### src/rtl/game_pkg.sv
// Shared types for the two-player throwing game.
// Holds the turn state enum, the link power width and player ids.
package game_pkg;

  localparam int POWER_W = 5;

  localparam logic P1 = 1'b0;
  localparam logic P2 = 1'b1;

  typedef enum logic [2:0] {
    IDLE,
    TURN,
    FLIGHT,
    RESOLVE,
    SWAP,
    OVER
  } turn_state_t;

endpackage

### src/rtl/turn_timer.sv
// Turn timeout counter: cleared by start, counts while run is high.
// Ports: clk, rst, start, run in; expire out on the last turn cycle.
module turn_timer #(
  parameter int TIMEOUT_CYCLES = 600000000
) (
  input  logic clk,
  input  logic rst,
  input  logic start,
  input  logic run,
  output logic expire
);

  localparam int CW = (TIMEOUT_CYCLES > 2) ? $clog2(TIMEOUT_CYCLES) : 1;
  localparam logic [CW-1:0] LAST = CW'(TIMEOUT_CYCLES - 1);

  logic [CW-1:0] cnt_q;
  logic [CW-1:0] cnt_d;

  always_comb begin
    cnt_d = cnt_q;
    if (start) begin
      cnt_d = '0;
    end else if (run) begin
      cnt_d = cnt_q + 1'b1;
    end
  end

  assign expire = run && (cnt_q == LAST);

  always_ff @(posedge clk) begin
    if (rst) begin
      cnt_q <= '0;
    end else begin
      cnt_q <= cnt_d;
    end
  end

endmodule

### src/rtl/turn_ctl.sv
// Game-flow sequencer: ready gating, turns, flight, damage, winner.
// Ports: clk, rst, player readies, throw/flight/new-game pulses in;
// active_player, throw_flag, power_out, hp1/hp2, game_over, winner out.
// TURN_TIMEOUT_EN adds a forced power-1 throw after TIMEOUT_CYCLES.
module turn_ctl
  import game_pkg::*;
#(
  parameter int HP_INIT        = 5,
  parameter int HP_W           = 3,
  parameter int POWER_STRONG   = 24,
  parameter int TIMEOUT_CYCLES = 600000000
) (
  input  logic               clk,
  input  logic               rst,
  input  logic               player1_ready,
  input  logic               player2_ready,
  input  logic               throw_req,
  input  logic [POWER_W-1:0] power_in,
  input  logic               throw_done,
  input  logic               hit,
  input  logic               new_game,
  output logic               active_player,
  output logic               throw_flag,
  output logic [POWER_W-1:0] power_out,
  output logic [HP_W-1:0]    hp1,
  output logic [HP_W-1:0]    hp2,
  output logic               game_over,
  output logic               winner
);

  localparam logic [HP_W-1:0] HP_FULL = HP_W'(HP_INIT);

  turn_state_t state_q, state_d;
  logic               active_q, active_d;
  logic               flag_q, flag_d;
  logic [POWER_W-1:0] power_q, power_d;
  logic [HP_W-1:0]    hp1_q, hp1_d;
  logic [HP_W-1:0]    hp2_q, hp2_d;
  logic               go_q, go_d;
  logic               win_q, win_d;
  logic               hit_q, hit_d;

  logic               expire;
  logic               fire;
  logic [POWER_W-1:0] fire_pow;
  logic [HP_W-1:0]    dmg;
  logic [HP_W-1:0]    hp_opp;
  logic [HP_W-1:0]    hp_new;

`ifdef TURN_TIMEOUT_EN
  logic timer_start;
  assign timer_start = (state_d == TURN) && (state_q != TURN);

  turn_timer #(
    .TIMEOUT_CYCLES(TIMEOUT_CYCLES)
  ) u_timer (
    .clk   (clk),
    .rst   (rst),
    .start (timer_start),
    .run   (state_q == TURN),
    .expire(expire)
  );
`else
  logic unused_timeout;
  assign unused_timeout = (TIMEOUT_CYCLES > 0);
  assign expire = 1'b0;
`endif

  // a real request wins over the timeout; zero power still flies
  assign fire = throw_req || expire;
  always_comb begin
    fire_pow = throw_req ? power_in : POWER_W'(1);
    if (fire_pow == '0) fire_pow = POWER_W'(1);
  end

  assign dmg    = (power_q >= POWER_W'(POWER_STRONG)) ? HP_W'(2) : HP_W'(1);
  assign hp_opp = (active_q == P1) ? hp2_q : hp1_q;
  always_comb begin
    hp_new = hp_opp;
    if (hit_q) hp_new = (hp_opp > dmg) ? hp_opp - dmg : '0;
  end

  always_comb begin
    state_d  = state_q;
    active_d = active_q;
    flag_d   = flag_q;
    power_d  = power_q;
    hp1_d    = hp1_q;
    hp2_d    = hp2_q;
    go_d     = go_q;
    win_d    = win_q;
    hit_d    = hit_q;
    unique case (state_q)
      IDLE: begin
        if (player1_ready && player2_ready) state_d = TURN;
      end
      TURN: begin
        if (fire) begin
          power_d = fire_pow;
          flag_d  = 1'b1;
          state_d = FLIGHT;
        end
      end
      FLIGHT: begin
        if (throw_done) begin
          hit_d   = hit;
          flag_d  = 1'b0;
          state_d = RESOLVE;
        end
      end
      RESOLVE: begin
        if (active_q == P1) hp2_d = hp_new;
        else                hp1_d = hp_new;
        if (hp_new == '0) begin
          go_d    = 1'b1;
          win_d   = active_q;
          power_d = '0;
          state_d = OVER;
        end else begin
          state_d = SWAP;
        end
      end
      SWAP: begin
        active_d = ~active_q;
        state_d  = TURN;
      end
      OVER: begin
        if (new_game) begin
          hp1_d    = HP_FULL;
          hp2_d    = HP_FULL;
          active_d = P1;
          go_d     = 1'b0;
          win_d    = 1'b0;
          state_d  = IDLE;
        end
      end
      default: state_d = IDLE;
    endcase
  end

  always_ff @(posedge clk) begin
    if (rst) begin
      state_q  <= IDLE;
      active_q <= P1;
      flag_q   <= 1'b0;
      power_q  <= '0;
      hp1_q    <= HP_FULL;
      hp2_q    <= HP_FULL;
      go_q     <= 1'b0;
      win_q    <= 1'b0;
      hit_q    <= 1'b0;
    end else begin
      state_q  <= state_d;
      active_q <= active_d;
      flag_q   <= flag_d;
      power_q  <= power_d;
      hp1_q    <= hp1_d;
      hp2_q    <= hp2_d;
      go_q     <= go_d;
      win_q    <= win_d;
      hit_q    <= hit_d;
    end
  end

  assign active_player = active_q;
  assign throw_flag    = flag_q;
  assign power_out     = power_q;
  assign hp1           = hp1_q;
  assign hp2           = hp2_q;
  assign game_over     = go_q;
  assign winner        = win_q;

endmodule
### config.mk
export PLATFORM = sky130hd
export DESIGN_NAME = turn_ctl
export DESIGN_NICKNAME = d
export VERILOG_FILES = /design/src/rtl/game_pkg.sv /design/src/rtl/turn_timer.sv /design/src/rtl/turn_ctl.sv
export SDC_FILE = /design/constraint.sdc
export NUM_CORES = 1
export LEC_CHECK = 0
export ABC_CLOCK_PERIOD_IN_PS = 2650
export BUFFER_PORTS_ARGS = -buffer_cell sky130_fd_sc_hd__buf_2
export CORE_MARGIN = 10
export CORE_UTILIZATION = 40
export DETAILED_ROUTE_END_ITERATION = 7
export GPL_TIMING_DRIVEN = 0
export PLACE_DENSITY = 0.69
export SLEW_MARGIN = 10
export SYNTH_ARGS = -nofsm -noshare
export SYNTH_HDL_FRONTEND = slang
export SYNTH_SLANG_ARGS = --single-unit
export TNS_END_PERCENT = 10
### constraint.sdc
create_clock -name clk -period 2.65 [get_ports clk]
set_input_delay 0.1325 -clock clk [delete_from_list [all_inputs] [get_ports clk]]
set_output_delay 0.1325 -clock clk [all_outputs]
set_load 0.02 [all_outputs]
==> summary.md <==
| Metric | Value |
|---|---|
| Status | `completed` |
| Pwr Total | `509 uW` |
| I/O Pins | `28` |
| #FFs+latches synth | `19` |
| Maximum root-to-sink buffer count | `2` |
| Final Hold Vio Count | `0` |
| Synthesized area | `1040 um2` |
| Startpoint class of the critical path | `register` |
| Ant. Diodes | `0` |
| CORE AREA | `2480 um2` |
| Sequential area share after synthesis | `0.365` |
| Critical path class | `register to register` |
| Power Internal | `378 uW` |
| Initial antenna violation count | `0` |
| Clk root buf | `clkbuf_4` |
| Final setup fails | `0` |
| Switching portion of total power | `0.258` |
| Post-synthesis cell type count | `36` |
| Synthesis warning total | `0` |
| Dpl ws | `0.174 ns` |
| Die footprint | `5050 um2` |
| Max_slew headroom | `0.482` |
| Placed insts | `178` |
| PortBufs | `27` |
| TritonCTS clock tree | `built` |
| Starting Density | `0.421` |
| Crit path largest cell delay | `0.35 ns` |
| Max-slew violations | `0` |
| Dominant synthesized flop cell | `dfxtp_1` |
| Hold-fix buffers, CTS | `0` |
| Avg Synthesized Cell Area | `8.62 um2` |
| Flop pwr share | `0.582` |
| Most common cell after layout, fill and taps aside | `buf_2` |
| Worst Setup End Kind | `register` |
| Met3 Usage GRT | `0.0502` |
| Min-Delay Path Depth | `2` |
| Period utilisation layout | `0.905` |
| FMAX | `0.417 GHz` |
| Worst Path Required | `2.85 ns` |
| Total iterations of the first detailed-routing run | `4` |
| Final Skew | `0.00196 ns` |
| Largest net degree at the start of global routing | `11` |
| Remaining DRCs | `0` |
| Clock latency on the worst-skew pair | `0.29 ns` |
| Drt via density | `5.55` |
| Share of layout cells above drive strength 1 | `0.250` |
| Global route hottest layer | `met2` |
| Via count | `1,010` |
| Tightest Pin Transition | `0.770 ns` |
| NetSw | `131 uW` |
| Die width | `71.1 um` |
| Iter 0 DRT Violations | `66` |
| CTS H-Tree Depth | `1` |
| Async SR Flop Fraction | `0` |
| CTS Sinks | `19` |
| Arr. time, crit path | `2.60 ns` |
| CTS Buf Count | `3` |
| Vert. Die Dim | `71.1 um` |
| Post-route insts no fill | `182` |
| Post-synth EDFFs | `0` |
| Pwr dens | `406 nW/um2` |
| Most frequent cells in the layout | `30 x buf_2, 19 x dfxtp_1, 10 x nor2_1` |
| Hold Path Class | `input pin to register` |
| Final setup margin | `0.251 ns` |
| CP max stage cell | `dfxtp_1` |
| Final wirelength | `2570 um` |
| WL/cell | `14.1 um` |
| Worst-path maximum fanout | `10` |
| # rows | `18` |
| Final min period | `2.40 ns` |
| Global-route met2 utilization | `0.175` |
| Most used cell, CP | `buf_6` |
| Nets@finish | `169` |
| Cells after Synth | `121` |
| Pleak | `0.535 nW` |
| Met1 Track Usage GR | `0.119` |
| Worst vdd ir | `0.000270 V` |
| Clk pwr share | `0.289` |
| Gpl congestion | `0.904` |
| Combinational Power Share | `0.129` |
| Worst-path clk slew | `0.11 ns` |
| Post-CTS setup buffer count | `0` |
| First-pass GRT wire length | `4600 um` |
| Final setup TNS | `0 ns` |
| Antenna viol nets, final | `0` |
| Worst-path cell chain | `buf_6 > mux2i_4 > inv_1 > ha_1 > nor2b_1 > o2111ai_1 > nand4_1 > a21o_1 > buf_6 > a32o_1` |
| Worst Reg2Reg Path Length in Cells | `10` |
| Total gr overflow | `0` |
| GRT Total Usage | `0.106` |
| RSZ-0062 raised after global routing | `no` |
| Post-Syn Nets | `137` |
| Maxcap violations | `0` |
| Area growth from synthesis to layout | `20.3%` |
| Vias in the first global route | `1,050` |
| Dpl hpwl | `2050 um` |
==> worst paths after layout <==
| check | from | end | slack [ns] |
|---|---|---|---|
| setup / recovery | active_player$_SDFFE_PP0P_ | power_out[2]$_SDFFE_PP0P_ | 0.25 |
| setup reg to reg | active_player$_SDFFE_PP0P_ | power_out[2]$_SDFFE_PP0P_ | 0.25 |
| hold / removal | power_in[1] | power_out[1]$_SDFFE_PP0P_ | 0.06 |
| hold reg to reg | game_over$_SDFFE_PP0P_ | game_over$_SDFFE_PP0P_ | 0.47 |
==> metrics by stage <==
step / instance area (um2) / hold WS (ns) / util
after floorplan: 1040 / 0.258 / -
after global placement: 1220 / 0.360 / 0.491
after detailed placement: 1220 / 0.368 / 0.491
after CTS: 1240 / 0.0454 / 0.502
after global routing: 1250 / 0.0370 / 0.507
final: 1250 / 0.0567 / 0.507
==> layout make-up <==
| cell class | instances | area (um2) |
|---|---|---|
| buffer | 8 | 50.0 |
| clock buffer | 4 | 26.3 |
| fill | 249 | 1220 |
| inverter | 5 | 18.8 |
| multi-input combinational | 89 | 607 |
| sequential | 19 | 380 |
| tap | 30 | 37.5 |
| timing repair buffer | 27 | 135 |
==> cell usage after synthesis (all sizes together), types with 5 or more instances <==
cell type	n	area (um2)
nor3	6	30.0
dfxtp	19	380
a21oi	8	40.0
mux2i	5	62.6
buf	5	37.5
nor2b	5	31.3
a32o	5	50.1
inv	5	18.8
nand2	7	26.3
nor2	10	37.5
==> logic make-up after synthesis <==
family	count (synthesis)	share of synthesized area
AOI/OAI and AO/OA	33	0.222
adders and majority gates	3	0.0432
and+or+nand+nor	48	0.245
muxes	5	0.0600
DFF	19	0.365
buffers and inverters	13	0.0659
==> per-layer routing <==
| metal | part of all wire | wire [um] | vias to the layer above |
|---|---|---|---|
| li1 | - | - | 507 |
| met1 | 0.43 | 1110 | 463 |
| met2 | 0.46 | 1170 | 36 |
| met4 | 0.0082 | 21 | 0 |
| met3 | 0.10 | 268 | 4 |
| met5 | 0 | 0 | - |
==> repair_timing <==
action,4_1_cts,5_1_grt
gates resized for setup,0,2
hold endpoints to repair,0,0
endpoints found under the setup margin,0,5
==> flip-flops by register name, indices dropped and copies added, names as in the netlist <==
register / cells
power_out: 5
hp1: 3
hp2: 3
state_q: 3
active_player: 1
game_over: 1
hit_q: 1
throw_flag: 1
winner: 1
==> power by group through the flow <==
stage,registers (mW),clock network (mW),logic (mW)
global route,0.297,0.171,0.0741
CTS,0.297,0.159,0.0656
floorplan,0.308,0,0.0362
global placement,0.303,0,0.0645
detailed placement,0.303,0,0.0655
finish,0.296,0.147,0.0656
==> worst max-delay path: cells and delay by family, from the launching register on <==
kind	cells	cell delay [ns]
compound gates	3	0.68
fa+ha+maj	1	0.31
buf+inv	3	0.38
flops	1	0.35
mux	1	0.29
simple gates	2	0.29
(Power assumes the default switching activity.)
